File: src/rtl/exu_lsu_mem_if.sv
// exu_lsu_mem_if
//   Memory-side channel of the EXU load/store unit. It carries a valid/ready
//   request channel and a response channel. The response channel has no ready
//   signal.
//   master : the LSU. It drives the request and receives ready and response.
//   slave  : the memory. It drives ready and response and receives the request.
//   Signals:
//     lsu_mem_req_vld    request valid
//     mem_lsu_req_rdy    request ready
//     lsu_mem_req_wr     1 = store
//     lsu_mem_req_addr   word-aligned address
//     lsu_mem_req_wstrb  byte enables (0 for loads)
//     lsu_mem_req_wdata  lane-shifted store data
//     mem_lsu_resp_vld   response valid (one per request)
//     mem_lsu_resp_rdata full bus word of load data
//     mem_lsu_resp_err   access fault
interface exu_lsu_mem_if #(
    parameter int XLEN = 64
);
    logic                lsu_mem_req_vld;
    logic                mem_lsu_req_rdy;
    logic                lsu_mem_req_wr;
    logic [XLEN-1:0]     lsu_mem_req_addr;
    logic [XLEN/8-1:0]   lsu_mem_req_wstrb;
    logic [XLEN-1:0]     lsu_mem_req_wdata;
    logic                mem_lsu_resp_vld;
    logic [XLEN-1:0]     mem_lsu_resp_rdata;
    logic                mem_lsu_resp_err;

    modport master (
        output lsu_mem_req_vld, lsu_mem_req_wr, lsu_mem_req_addr,
               lsu_mem_req_wstrb, lsu_mem_req_wdata,
        input  mem_lsu_req_rdy, mem_lsu_resp_vld, mem_lsu_resp_rdata,
               mem_lsu_resp_err
    );

    modport slave (
        input  lsu_mem_req_vld, lsu_mem_req_wr, lsu_mem_req_addr,
               lsu_mem_req_wstrb, lsu_mem_req_wdata,
        output mem_lsu_req_rdy, mem_lsu_resp_vld, mem_lsu_resp_rdata,
               mem_lsu_resp_err
    );
endinterface

File: src/rtl/exu_lsu_mem.sv
// exu_lsu_mem
//   Bus-based load/store unit. It takes one load or store per issue handshake
//   and runs that instruction over the memory channel in lsu_mem. It reports
//   completion to the ROB and writes load results back to the register file.
//   The unit handles byte-lane alignment, misaligned accesses and access
//   faults. When a flush arrives while a bus transaction is in flight, the
//   unit drains that transaction.
//   Ports:
//     clk, rst_clk            clock and synchronous active-high reset
//     rtu_global_flush        kills the instruction currently held
//     idu_exu_lsu_*           issue handshake and operands
//     exu_idu_lsu_rdy         issue ready (high when idle)
//     lsu_mem                 memory request/response channel (master side)
//     exu_rtu_rob_lsu_*       completion, exception code and faulting address
//     exu_idu_rf_lsu_wb_*     register-file write-back
module exu_lsu_mem #(
    parameter int XLEN   = 64,
    parameter int IID_W  = 5,
    parameter int PREG_W = 6
) (
    input  logic                 clk,
    input  logic                 rst_clk,
    input  logic                 rtu_global_flush,
    input  logic                 idu_exu_lsu_vld,
    output logic                 exu_idu_lsu_rdy,
    input  logic [IID_W-1:0]     idu_exu_lsu_iid,
    input  logic [6:0]           idu_exu_lsu_opcode,
    input  logic [2:0]           idu_exu_lsu_funct3,
    input  logic [XLEN-1:0]      idu_exu_lsu_psrc1_value,
    input  logic [XLEN-1:0]      idu_exu_lsu_psrc2_value,
    input  logic [XLEN-1:0]      idu_exu_lsu_imm,
    input  logic                 idu_exu_lsu_pdst_vld,
    input  logic [PREG_W-1:0]    idu_exu_lsu_pdst,
    exu_lsu_mem_if.master        lsu_mem,
    output logic                 exu_rtu_rob_lsu_complete,
    output logic [IID_W-1:0]     exu_rtu_rob_lsu_iid,
    output logic                 exu_rtu_rob_lsu_expt,
    output logic [3:0]           exu_rtu_rob_lsu_expt_code,
    output logic [XLEN-1:0]      exu_rtu_rob_lsu_badaddr,
    output logic                 exu_idu_rf_lsu_wb_vld,
    output logic [PREG_W-1:0]    exu_idu_rf_lsu_wb_preg,
    output logic [XLEN-1:0]      exu_idu_rf_lsu_wb_data
);
    localparam int STRB_W = XLEN / 8;
    localparam int OFF_W  = $clog2(STRB_W);

    typedef enum logic [2:0] {
        S_IDLE, S_REQ, S_RESP, S_DONE, S_DRAIN
    } state_t;

    state_t              r_state, w_state_nxt;
    logic [IID_W-1:0]    r_iid;
    logic [PREG_W-1:0]   r_pdst;
    logic                r_pdst_vld;
    logic [2:0]          r_f3;
    logic [XLEN-1:0]     r_ea;
    logic [XLEN-1:0]     r_sdata;
    logic                r_load;
    logic                r_store;
    logic                r_expt;
    logic [3:0]          r_code;
    logic [XLEN-1:0]     r_rdata;

    logic [XLEN-1:0]     w_ea;
    logic                w_is_load, w_is_store, w_is_mem;
    logic                w_misal, w_illegal, w_accept, w_hs;
    logic [OFF_W-1:0]    w_off;
    logic [STRB_W-1:0]   w_bmask;
    logic [XLEN-1:0]     w_shift, w_left, w_ext;
    logic [7:0]          w_pad;

    // Issue-side decode, evaluated on the incoming operands.
    assign w_ea       = idu_exu_lsu_psrc1_value + idu_exu_lsu_imm;
    assign w_is_load  = (idu_exu_lsu_opcode == 7'b0000011);
    assign w_is_store = (idu_exu_lsu_opcode == 7'b0100011);
    assign w_is_mem   = w_is_load || w_is_store;
    assign w_illegal  = (XLEN == 32) && (idu_exu_lsu_funct3[1:0] == 2'd3);
    assign w_accept   = (r_state == S_IDLE) && idu_exu_lsu_vld && !rtu_global_flush;
    assign w_hs       = (r_state == S_REQ) && lsu_mem.mem_lsu_req_rdy;

    always_comb begin
        w_misal = 1'b0;
        case (idu_exu_lsu_funct3[1:0])
            2'd1:    w_misal = w_ea[0];
            2'd2:    w_misal = (w_ea[1:0] != 2'b00);
            2'd3:    w_misal = (w_ea[2:0] != 3'b000);
            default: w_misal = 1'b0;
        endcase
    end

    always_comb begin
        w_state_nxt = r_state;
        case (r_state)
            S_IDLE: begin
                if (w_accept)
                    w_state_nxt = (w_is_mem && !w_misal && !w_illegal) ? S_REQ : S_DONE;
            end
            S_REQ: begin
                if (rtu_global_flush)
                    w_state_nxt = w_hs ? S_DRAIN : S_IDLE;
                else if (w_hs)
                    w_state_nxt = S_RESP;
            end
            S_RESP: begin
                // A flush that lands together with the response consumes that
                // response, so there is nothing left to drain.
                if (lsu_mem.mem_lsu_resp_vld)
                    w_state_nxt = rtu_global_flush ? S_IDLE : S_DONE;
                else if (rtu_global_flush)
                    w_state_nxt = S_DRAIN;
            end
            S_DONE:  w_state_nxt = S_IDLE;
            S_DRAIN: begin
                if (lsu_mem.mem_lsu_resp_vld)
                    w_state_nxt = S_IDLE;
            end
            default: w_state_nxt = S_IDLE;
        endcase
    end

    always_ff @(posedge clk) begin
        if (rst_clk) begin
            r_state    <= S_IDLE;
            r_iid      <= '0;
            r_pdst     <= '0;
            r_pdst_vld <= 1'b0;
            r_f3       <= '0;
            r_ea       <= '0;
            r_sdata    <= '0;
            r_load     <= 1'b0;
            r_store    <= 1'b0;
            r_expt     <= 1'b0;
            r_code     <= '0;
            r_rdata    <= '0;
        end else begin
            r_state <= w_state_nxt;
            if (w_accept) begin
                r_iid      <= idu_exu_lsu_iid;
                r_pdst     <= idu_exu_lsu_pdst;
                r_pdst_vld <= idu_exu_lsu_pdst_vld;
                r_f3       <= idu_exu_lsu_funct3;
                r_ea       <= w_ea;
                r_sdata    <= idu_exu_lsu_psrc2_value;
                r_load     <= w_is_load;
                r_store    <= w_is_store;
                r_rdata    <= '0;
                // Misalignment takes precedence over the 32-bit D-size fault.
                r_expt     <= w_is_mem && (w_misal || w_illegal);
                if (w_misal)
                    r_code <= w_is_load ? 4'd4 : 4'd6;
                else
                    r_code <= w_is_load ? 4'd5 : 4'd7;
            end
            if ((r_state == S_RESP) && lsu_mem.mem_lsu_resp_vld) begin
                r_rdata <= lsu_mem.mem_lsu_resp_rdata;
                if (lsu_mem.mem_lsu_resp_err) begin
                    r_expt <= 1'b1;
                    r_code <= r_load ? 4'd5 : 4'd7;
                end
            end
        end
    end

    // Request payload is built only from registered state. It therefore stays
    // stable for as long as the request waits for ready.
    assign w_off = r_ea[OFF_W-1:0];

    always_comb begin
        w_bmask = '1;
        case (r_f3[1:0])
            2'd0:    w_bmask = STRB_W'(1);
            2'd1:    w_bmask = STRB_W'(3);
            2'd2:    w_bmask = STRB_W'(15);
            default: w_bmask = '1;
        endcase
    end

    assign lsu_mem.lsu_mem_req_vld   = (r_state == S_REQ);
    assign lsu_mem.lsu_mem_req_wr    = (r_state == S_REQ) && r_store;
    assign lsu_mem.lsu_mem_req_addr  = (r_state == S_REQ) ?
                                       {r_ea[XLEN-1:OFF_W], {OFF_W{1'b0}}} : '0;
    assign lsu_mem.lsu_mem_req_wstrb = ((r_state == S_REQ) && r_store) ? (w_bmask << w_off) : '0;
    assign lsu_mem.lsu_mem_req_wdata = ((r_state == S_REQ) && r_store) ?
                                       (r_sdata << {w_off, 3'b000}) : '0;

    // Load extraction. The addressed bytes are moved to the bottom of the
    // word. They are then pushed to the top and shifted back down, either
    // logically or arithmetically, which truncates and extends in one step.
    always_comb begin
        w_pad = 8'd0;
        case (r_f3[1:0])
            2'd0:    w_pad = 8'(XLEN - 8);
            2'd1:    w_pad = 8'(XLEN - 16);
            2'd2:    w_pad = 8'(XLEN - 32);
            default: w_pad = 8'd0;
        endcase
    end

    assign w_shift = r_rdata >> {w_off, 3'b000};
    assign w_left  = w_shift << w_pad;
    assign w_ext   = r_f3[2] ? (w_left >> w_pad) : $unsigned($signed(w_left) >>> w_pad);

    assign exu_idu_lsu_rdy           = (r_state == S_IDLE);
    assign exu_rtu_rob_lsu_complete  = (r_state == S_DONE) && !rtu_global_flush;
    assign exu_rtu_rob_lsu_iid       = exu_rtu_rob_lsu_complete ? r_iid : '0;
    assign exu_rtu_rob_lsu_expt      = exu_rtu_rob_lsu_complete && r_expt;
    assign exu_rtu_rob_lsu_expt_code = exu_rtu_rob_lsu_expt ? r_code : '0;
    assign exu_rtu_rob_lsu_badaddr   = exu_rtu_rob_lsu_expt ? r_ea : '0;
    assign exu_idu_rf_lsu_wb_vld     = exu_rtu_rob_lsu_complete && r_load && r_pdst_vld && !r_expt;
    assign exu_idu_rf_lsu_wb_preg    = exu_idu_rf_lsu_wb_vld ? r_pdst : '0;
    assign exu_idu_rf_lsu_wb_data    = exu_idu_rf_lsu_wb_vld ? w_ext : '0;
endmodule

File: src/flat_wrapper.sv
// flat-port wrapper written by rule: the top's interface ports become plain ports
module exu_lsu_mem_flat 
#(
    parameter int XLEN   = 64,
    parameter int IID_W  = 5,
    parameter int PREG_W = 6
)
  (clk, rst_clk, rtu_global_flush, idu_exu_lsu_vld, exu_idu_lsu_rdy, idu_exu_lsu_iid, idu_exu_lsu_opcode, idu_exu_lsu_funct3, idu_exu_lsu_psrc1_value, idu_exu_lsu_psrc2_value, idu_exu_lsu_imm, idu_exu_lsu_pdst_vld, idu_exu_lsu_pdst, exu_rtu_rob_lsu_complete, exu_rtu_rob_lsu_iid, exu_rtu_rob_lsu_expt, exu_rtu_rob_lsu_expt_code, exu_rtu_rob_lsu_badaddr, exu_idu_rf_lsu_wb_vld, exu_idu_rf_lsu_wb_preg, exu_idu_rf_lsu_wb_data, lsu_mem_lsu_mem_req_vld, lsu_mem_lsu_mem_req_wr, lsu_mem_lsu_mem_req_addr, lsu_mem_lsu_mem_req_wstrb, lsu_mem_lsu_mem_req_wdata, lsu_mem_mem_lsu_req_rdy, lsu_mem_mem_lsu_resp_vld, lsu_mem_mem_lsu_resp_rdata, lsu_mem_mem_lsu_resp_err);
  exu_lsu_mem_if #(.XLEN(XLEN)) lsu_mem_i ();
  input  logic clk;
  input  logic rst_clk;
  input  logic rtu_global_flush;
  input  logic idu_exu_lsu_vld;
  output logic exu_idu_lsu_rdy;
  input  logic [IID_W-1:0] idu_exu_lsu_iid;
  input  logic [6:0] idu_exu_lsu_opcode;
  input  logic [2:0] idu_exu_lsu_funct3;
  input  logic [XLEN-1:0] idu_exu_lsu_psrc1_value;
  input  logic [XLEN-1:0] idu_exu_lsu_psrc2_value;
  input  logic [XLEN-1:0] idu_exu_lsu_imm;
  input  logic idu_exu_lsu_pdst_vld;
  input  logic [PREG_W-1:0] idu_exu_lsu_pdst;
  output logic exu_rtu_rob_lsu_complete;
  output logic [IID_W-1:0] exu_rtu_rob_lsu_iid;
  output logic exu_rtu_rob_lsu_expt;
  output logic [3:0] exu_rtu_rob_lsu_expt_code;
  output logic [XLEN-1:0] exu_rtu_rob_lsu_badaddr;
  output logic exu_idu_rf_lsu_wb_vld;
  output logic [PREG_W-1:0] exu_idu_rf_lsu_wb_preg;
  output logic [XLEN-1:0] exu_idu_rf_lsu_wb_data;
  output wire logic [$bits(lsu_mem_i.lsu_mem_req_vld)-1:0] lsu_mem_lsu_mem_req_vld;
  output wire logic [$bits(lsu_mem_i.lsu_mem_req_wr)-1:0] lsu_mem_lsu_mem_req_wr;
  output wire logic [$bits(lsu_mem_i.lsu_mem_req_addr)-1:0] lsu_mem_lsu_mem_req_addr;
  output wire logic [$bits(lsu_mem_i.lsu_mem_req_wstrb)-1:0] lsu_mem_lsu_mem_req_wstrb;
  output wire logic [$bits(lsu_mem_i.lsu_mem_req_wdata)-1:0] lsu_mem_lsu_mem_req_wdata;
  input wire logic [$bits(lsu_mem_i.mem_lsu_req_rdy)-1:0] lsu_mem_mem_lsu_req_rdy;
  input wire logic [$bits(lsu_mem_i.mem_lsu_resp_vld)-1:0] lsu_mem_mem_lsu_resp_vld;
  input wire logic [$bits(lsu_mem_i.mem_lsu_resp_rdata)-1:0] lsu_mem_mem_lsu_resp_rdata;
  input wire logic [$bits(lsu_mem_i.mem_lsu_resp_err)-1:0] lsu_mem_mem_lsu_resp_err;
  assign lsu_mem_lsu_mem_req_vld = lsu_mem_i.lsu_mem_req_vld;
  assign lsu_mem_lsu_mem_req_wr = lsu_mem_i.lsu_mem_req_wr;
  assign lsu_mem_lsu_mem_req_addr = lsu_mem_i.lsu_mem_req_addr;
  assign lsu_mem_lsu_mem_req_wstrb = lsu_mem_i.lsu_mem_req_wstrb;
  assign lsu_mem_lsu_mem_req_wdata = lsu_mem_i.lsu_mem_req_wdata;
  assign lsu_mem_i.mem_lsu_req_rdy = lsu_mem_mem_lsu_req_rdy;
  assign lsu_mem_i.mem_lsu_resp_vld = lsu_mem_mem_lsu_resp_vld;
  assign lsu_mem_i.mem_lsu_resp_rdata = lsu_mem_mem_lsu_resp_rdata;
  assign lsu_mem_i.mem_lsu_resp_err = lsu_mem_mem_lsu_resp_err;
  exu_lsu_mem #(.XLEN(XLEN), .IID_W(IID_W), .PREG_W(PREG_W)) u_core (.clk(clk), .rst_clk(rst_clk), .rtu_global_flush(rtu_global_flush), .idu_exu_lsu_vld(idu_exu_lsu_vld), .exu_idu_lsu_rdy(exu_idu_lsu_rdy), .idu_exu_lsu_iid(idu_exu_lsu_iid), .idu_exu_lsu_opcode(idu_exu_lsu_opcode), .idu_exu_lsu_funct3(idu_exu_lsu_funct3), .idu_exu_lsu_psrc1_value(idu_exu_lsu_psrc1_value), .idu_exu_lsu_psrc2_value(idu_exu_lsu_psrc2_value), .idu_exu_lsu_imm(idu_exu_lsu_imm), .idu_exu_lsu_pdst_vld(idu_exu_lsu_pdst_vld), .idu_exu_lsu_pdst(idu_exu_lsu_pdst), .lsu_mem(lsu_mem_i), .exu_rtu_rob_lsu_complete(exu_rtu_rob_lsu_complete), .exu_rtu_rob_lsu_iid(exu_rtu_rob_lsu_iid), .exu_rtu_rob_lsu_expt(exu_rtu_rob_lsu_expt), .exu_rtu_rob_lsu_expt_code(exu_rtu_rob_lsu_expt_code), .exu_rtu_rob_lsu_badaddr(exu_rtu_rob_lsu_badaddr), .exu_idu_rf_lsu_wb_vld(exu_idu_rf_lsu_wb_vld), .exu_idu_rf_lsu_wb_preg(exu_idu_rf_lsu_wb_preg), .exu_idu_rf_lsu_wb_data(exu_idu_rf_lsu_wb_data));
endmodule
File: config.mk
export PLATFORM = sky130hd
export DESIGN_NAME = exu_lsu_mem_flat
export DESIGN_NICKNAME = d
export VERILOG_FILES = /design/src/rtl/exu_lsu_mem_if.sv /design/src/rtl/exu_lsu_mem.sv /design/src/flat_wrapper.sv
export SDC_FILE = /design/constraint.sdc
export NUM_CORES = 1
export LEC_CHECK = 0
export ABC_AREA = 1
export CORE_UTILIZATION = 30
export CTS_CLUSTER_SIZE = 16
export DETAILED_ROUTE_END_ITERATION = 7
export PLACE_DENSITY = 0.65
export SETUP_SLACK_MARGIN = 0.15
export SLEW_MARGIN = 25
export SYNTH_ARGS = -nofsm -noshare
export SYNTH_HDL_FRONTEND = slang
export SYNTH_SLANG_ARGS = --single-unit
File: constraint.sdc
create_clock -name clk -period 2.6 [get_ports clk]
set_input_delay 0.52 -clock clk [delete_from_list [all_inputs] [get_ports clk]]
set_output_delay 0.52 -clock clk [all_outputs]
set_load 0.01 [all_outputs]
==> results of run 1 <==
worst paths after layout:
kind                     start                          to  slack, ns  cells past startpoint
max             u_core.r_ea[0]  exu_idu_rf_lsu_wb_data[44]      -0.64                     14
min            u_core.r_iid[0]             u_core.r_iid[0]       0.45                      2
max reg2reg  u_core.r_state[2]           u_core.r_state[0]       0.66                     10
min reg2reg    u_core.r_iid[0]             u_core.r_iid[0]       0.45                      2
Yosys cell counts (3+ instances only):
cell      number
nand4_1       20
o21ai_0      311
buf_6         12
a21oi_1      322
a211oi_1       3
nor2_1       465
buf_4         14
nor3_1        16
buf_1         19
o22ai_1        7
nand3_1      226
nand2_2        7
clkbuf_1      91
nand2_4        3
dfxtp_1      217
a31oi_1        7
o211ai_1      26
or2_0          3
a22oi_1       20
nor4_1         5
nor2_2         3
or2_2          5
xor2_1        26
inv_1        456
ha_1          63
o21ai_1       30
inv_2          7
nand2_1      804
a21oi_2       20
o21ai_2        3
o21bai_1       5
mux2i_1        4
buf_2         37
layout by cell type (no fill, tap or decap), types with 44 or more instances in the layout:
master           netlist  final
a21oi_1              322    278
a21oi_2               20     60
buf_12                 1     45
buf_2                 37    173
buf_4                 14    472
buf_6                 12    169
clkbuf_16              0     44
clkdlybuf4s50_1        0    281
dfxtp_1              217    212
ha_1                  63     58
inv_1                456    440
nand2_1              804    731
nand2_2                7     57
nand3_1              226    199
nor2_1               465    307
nor2_2                 3     78
nor2_4                 1     84
o21ai_0              311    207
o21ai_1               30     64
o21ai_2                3     56
cell type report:
cell class	count	share of cell area, %
Multi-Input combinational cell	2425	41.22
Timing Repair Buffer	1209	34.34
Sequential cell	217	13.15
Inverter	465	5.483
Tap cell	782	2.955
Clock buffer	36	2.396
Clock inverter	12	0.3855
Timing Repair inverter	1	0.04913
Antenna cell	2	0.01512
critical path: cells and delay by family (launching register included):
kind | cells | cell delay [ns]
flip-flops | 1 | 0.41
buffers and inverters | 6 | 0.75
AND/OR/NAND/NOR | 4 | 0.42
AO/OA/AOI/OAI | 4 | 0.56
metrics by stage:
| stage | util [%] | area, um^2 | total power, W |
|---|---|---|---|
| after global placement | 46.27 | 28030 | 0.01215 |
| after CTS | 50.17 | 30390 | 0.01735 |
| final | 54.65 | 33110 | 0.01891 |
| after floorplan | - | 18510 | 0.008336 |
| after global routing | 54.65 | 33110 | 0.01984 |
| after detailed placement | 46.27 | 28030 | 0.01215 |
timing repair:
item                                    4_1_cts  5_1_grt
endpoints found under the setup margin      296      332
pin swaps                                    80       69
gates cloned                                 19       17
resized for setup                          1096      883
buffers inserted                             62       87
hold endpoints to repair                      0        0
power by group:
part	internal [W]	switching, W	total [W]
Clock	0.00235	0.00172	0.00407
Sequential	0.00387	0.000340	0.00421
Combinational	0.00454	0.00609	0.0106
flip-flops by register name (all words and copies together) (netlist names), 3 cells and up:
| register | flops |
|---|---|
| u_core.r_code | 4 |
| u_core.r_ea | 64 |
| u_core.r_sdata | 64 |
| u_core.r_rdata | 64 |
| u_core.r_state | 3 |
| u_core.r_iid | 5 |
| u_core.r_pdst | 6 |
| u_core.r_f3 | 3 |
per-layer routing:
metal / vias up / track usage [%] / share of wire, %
met2: 1203 / 52.86 / 49
met5: - / 0 / 0
met3: 220 / 3.575 / 6.8
met1: 12080 / 36.40 / 40
li1: 12660 / - / -
met4: 0 / 11.95 / 4.3
kinds of logic (layout without fill, tap and decap cells):
kind of cell	Yosys count	after routing	share of synthesized area (%)
flip-flops	217	217	23.49
multiplexers	4	4	0.2165
other	1	5	0.02028
AO/OA/AOI/OAI	762	762	22.10
buffers and inverters	640	1723	14.16
adder cells (fa/ha/maj)	64	64	4.371
XOR/XNOR	28	28	1.326
AND/OR/NAND/NOR	1564	1564	34.31
==> impl_metrics.json, run 1 <==
{
  "status": "finished with violations",
  "violations": "negative setup slack",
  "die_x_um": 250.3,
  "fillerInstances": 5905,
  "grt_util_all_layers_pct": 29.82,
  "power_density_nw_per_um2": 571.0,
  "cts.clk_slew.worst_paths_ns": 0.07,
  "avgRoutedWirePerCell_um": 19.95,
  "cts.sink_count": 217,
  "cp_max_fo": 7,
  "slew_headroom_pct": 55.24,
  "avgSynthCellArea_um2": 5.638,
  "syn2layout_area_growth_pct": 79.05,
  "core_um2": 60580,
  "final.setup.worst_slack_ns": -0.6378,
  "root_buffer": "clkbuf_16",
  "worst_pin_slew_ns": 0.6713,
  "grt_max_degree": 130,
  "fin_cells": 5149,
  "hold_class": "reg -> reg",
  "port_buffers": 566,
  "setup_viol": 262,
  "cp-start-kind": "register",
  "antenna_left": 0,
  "place_ws_ns": -0.5920,
  "dieArea_um2": 62640,
  "crit_chain": "buf_12 -> nand2_4 -> o21ai_4 -> nand2_2 -> o21ai_2 -> buf_4 -> o211ai_1 -> nand4_4 -> buf_4 -> buf_6 -> o21ai_2 -> nand2_1 -> inv_1 -> buf_6",
  "crit_path_top_delay_cell": "dfxtp_4",
  "yosysTopAreaCell": "dfxtp_1",
  "finalHoldViolations": 0,
  "htreeDepth": 1,
  "initial_core_util_pct": 30.52,
  "crit_required_ns": 2.08,
  "synthTopCellsByArea": "dfxtp_1 23%, nand2_1 16%, nor2_1 9.4%",
  "numCtsBuffers": 28,
  "route.detailed.drc": 0,
  "vdd_drop_max_mv": 0.4230,
  "cts-hold-fix-buffers": 0,
  "finClkSkew_ns": 0.01560,
  "hpwl_um": 75140,
  "fmax_mhz": 308.8,
  "vias_per_cell": 5.081,
  "ys_ff_latch": 217,
  "seqCellArea_um2": 4355,
  "synth_cells": 3280,
  "row_count": 90,
  "cpPeakStageDelay_ns": 0.41,
  "routabilityCongestion": 1.011,
  "yosysUniqueCellTypes": 51,
  "first_pass_iters": 7,
  "yosys_warnings": 0,
  "finalCritPeriodShare_pct": 124.5,
  "drv_cap": 0,
  "dieHeight_um": 250.3,
  "crit_arrival_ns": 2.72,
  "post_route_cells_drive_above_1_share_pct": 33.06,
  "final_nets": 4696,
  "num_vias": 26160,
  "placed_cells": 4915,
  "grt_first_pass_wirelength_um": 144500,
  "final_max_slew_viol_count": 0,
  "cts_buffer_depth": 3,
  "synthArstFlopShare_pct": 0,
  "rsz0062_at_grt": "yes",
  "ioPinCount": 570,
  "drtIter0Drc": 2317,
  "whs_ns": 0.4506,
  "cts_tree": "done",
  "setup_tns_ns": -87.46,
  "grt_pass1_vias": 24330,
  "syn-cell-area_um2": 18490,
  "power_leakage_nw": 15.48,
  "yosys_most_used_dff": "dfxtp_1",
  "synth_top_area_share_pct": 23.49,
  "antenna_found_initial": 2,
  "multi_input_area_um2": 13650,
  "overflow": 0,
  "endpoint_kind": "primary output",
  "clk_latency_ns": 0.58,
  "crit_type": "reg -> out",
  "synth_edf_count": 0,
  "ys_seq_area_share_pct": 23.49,
  "min_period_ns": 3.238,
  "drt-total-wl_um": 102700
}
No activity file was read; power rests on OpenSTA's default activity.
==> run 2: changes to the inputs <==
- CTS_BUF_LIST: unset -> sky130_fd_sc_hd__clkbuf_16
==> impl_metrics.json, run 2 (synthesis results as in run 1) <==
{
  "rsz0062_at_grt": "yes",
  "cp-start-kind": "register",
  "vias_per_cell": 5.042,
  "finalCritPeriodShare_pct": 125.6,
  "min_period_ns": 3.266,
  "hpwl_um": 75140,
  "hold_class": "reg -> reg",
  "cts.clk_slew.worst_paths_ns": 0.08,
  "power_leakage_nw": 14.74,
  "mostFrequentLayoutCell": "nand2_1",
  "critPathLaunch": "u_core.r_ea[0]",
  "row_count": 90,
  "fillerInstances": 6223,
  "p_switching_w": 0.007740,
  "cts_tree": "done",
  "antenna_left": 0,
  "layout_common_cells": "759 x nand2_1, 458 x buf_4, 447 x inv_1, 384 x nor2_1, 315 x clkdlybuf4s50_1",
  "final_nets": 4637,
  "port_buffers": 566,
  "grt_util_all_layers_pct": 29.83,
  "largestRegisters": "u_core.r_ea: 64 flops, u_core.r_rdata: 64 flops, u_core.r_sdata: 64 flops",
  "drt-total-wl_um": 99940,
  "wl_met2_um": 48390,
  "ioPinCount": 570,
  "power_frac_seq_pct": 23.3,
  "crit_chain": "buf_12 -> buf_16 -> nand2_2 -> o211ai_1 -> o21ai_1 -> nand2_1 -> o211ai_1 -> nand2_2 -> nand2_4 -> buf_4 -> nand2_1 -> a21oi_1 -> buf_4 -> nor2_2 -> buf_2",
  "fin_cells": 5090,
  "dieHeight_um": 250.3,
  "endpoint_kind": "primary output",
  "fmax_mhz": 306.2,
  "place_area_um2": 28030,
  "initial_core_util_pct": 30.52,
  "final_max_slew_viol_count": 0,
  "placed_cells": 4915,
  "met1_length_um": 39690,
  "wl_met3_um": 7264,
  "regToRegSetupSlack_ns": 0.67,
  "crit_arrival_ns": 2.75,
  "crit_type": "reg -> out",
  "intPower_w": 0.01032,
  "grt_max_degree": 130,
  "drtIter0Drc": 2167,
  "route.detailed.drc": 0,
  "htreeDepth": 1,
  "vdd_drop_max_mv": 0.4340,
  "whs_ns": 0.4509,
  "finClkSkew_ns": 0.01408,
  "routabilityCongestion": 1.011,
  "power_density_nw_per_um2": 577.8,
  "num_vias": 25670,
  "die_x_um": 250.3,
  "power.share.clock_pct": 22.0,
  "overflow": 0,
  "worst_pin_slew_ns": 0.6768,
  "first_pass_iters": 6,
  "syn2layout_area_growth_pct": 69.08,
  "root_buffer": "clkbuf_16",
  "crit_end": "exu_idu_rf_lsu_wb_data[19]",
  "cpPeakStageDelay_ns": 0.41,
  "cts_buffer_depth": 3,
  "avgRoutedWirePerCell_um": 19.64,
  "slew_headroom_pct": 54.88,
  "finalHoldViolations": 0,
  "cp_max_fo": 6,
  "p_sw_share_pct": 42.85,
  "top_layer_used": "met4",
  "setup_viol": 271,
  "cts-hold-fix-buffers": 0,
  "antenna_found_initial": 2,
  "final.setup.worst_slack_ns": -0.6660,
  "numCtsBuffers": 28,
  "cts.sink_count": 217,
  "combPwrFrac_pct": 54.7,
  "core_um2": 60580,
  "final_area_um2": 31270,
  "dieArea_um2": 62640,
  "grt_first_pass_wirelength_um": 144600,
  "violations": "negative setup slack",
  "reg2reg_to": "u_core.r_ea[38]",
  "status": "finished with violations",
  "crit_path_top_delay_cell": "dfxtp_4",
  "clk_latency_ns": 0.58,
  "drv_cap": 0,
  "crit_required_ns": 2.08,
  "grt_pass1_vias": 24340,
  "ff2ff_path_depth": 10,
  "r2r-start": "u_core.r_state[2]",
  "post_route_cells_drive_above_1_share_pct": 27.57
}
==> run 2: cell count changes in the layout (fill, tap and decap cells not counted), moves of 13 or more <==
cell	before	now
nor2_1	307	384
buf_6	169	97
nor2_4	84	35
clkdlybuf4s50_1	281	315
nand2_1	731	759
nor2_2	78	50
nand2_2	57	38
o21ai_0	207	223
buf_4	472	458
a21oi_1	278	291
a21oi_2	60	47
buf_2	173	186
==> run 2: worst max-delay path: cells and delay by family, from the launching register on <==
family	cells	cell delay (ns)
flip-flops	1	0.41
AO/OA/AOI/OAI	4	0.54
buffers and inverters	5	0.70
AND/OR/NAND/NOR	6	0.53
==> run 2: how the worst min path moves through the flow <==
stage | startpoint | endpoint | slack (ns) | cells past startpoint
floorplan | u_core.r_code[3] | u_core.r_code[3] | 0.42 | 2
global placement | u_core.r_pdst[0] | u_core.r_pdst[0] | 0.44 | 2
detailed placement | u_core.r_iid[2] | u_core.r_iid[2] | 0.45 | 2
CTS | u_core.r_iid[2] | u_core.r_iid[2] | 0.45 | 2
global route | u_core.r_pdst[3] | u_core.r_pdst[3] | 0.47 | 2
finish | u_core.r_iid[0] | u_core.r_iid[0] | 0.45 | 2
==> run 2: metrics by stage <==
step           power, W  setup slack, ns  TNS, ns  util, %
6_report        0.01806          -0.6660   -92.15    51.61
2_1_floorplan  0.008336           0.2401        0        -
3_3_place_gp    0.01215          -0.5830   -86.77    46.27
4_1_cts         0.01727          -0.6241   -91.91    50.13
3_5_place_dp    0.01215          -0.5920   -95.99    46.27
5_1_grt         0.01901          -0.7343  -113.50    51.60
==> run 2: final cells by class <==
cell class	instances	area [um^2]	area share [%]
clock buffers	30	750.7	2.401
repair inverters	1	16.27	0.05202
repair buffers	1150	10360	33.14
diodes	2	5.005	0.01601
well taps	782	978.4	3.129
flip-flops and latches	217	4355	13.93
multi-input cells	2425	12840	41.08
clock inverters	18	150.1	0.4802
inverters	465	1803	5.767
==> run 2: routing by layer <==
metal / track usage, % / vias up
li1: - / 12530
met1: 36.35 / 11750
met2: 52.83 / 1179
met3: 3.648 / 207
met4: 12.06 / 0
met5: 0 / -
==> run 2: timing repair <==
action                                  4_1_cts  5_1_grt
endpoints found under the hold margin         0        0
endpoints found under the setup margin      296      332
gates resized for setup                    1096      406
pin swaps                                    80       39
buffers inserted                             62       39
cloned                                       19        6
==> run 2: power by group through the flow <==
stage          Clock, W  Combinational, W  Sequential (W)
4_1_cts         0.00408           0.00901         0.00418
2_1_floorplan         0           0.00422         0.00412
6_report        0.00398           0.00988         0.00421
3_3_place_gp          0           0.00794         0.00421
5_1_grt         0.00419            0.0106         0.00425
3_5_place_dp          0           0.00794         0.00422
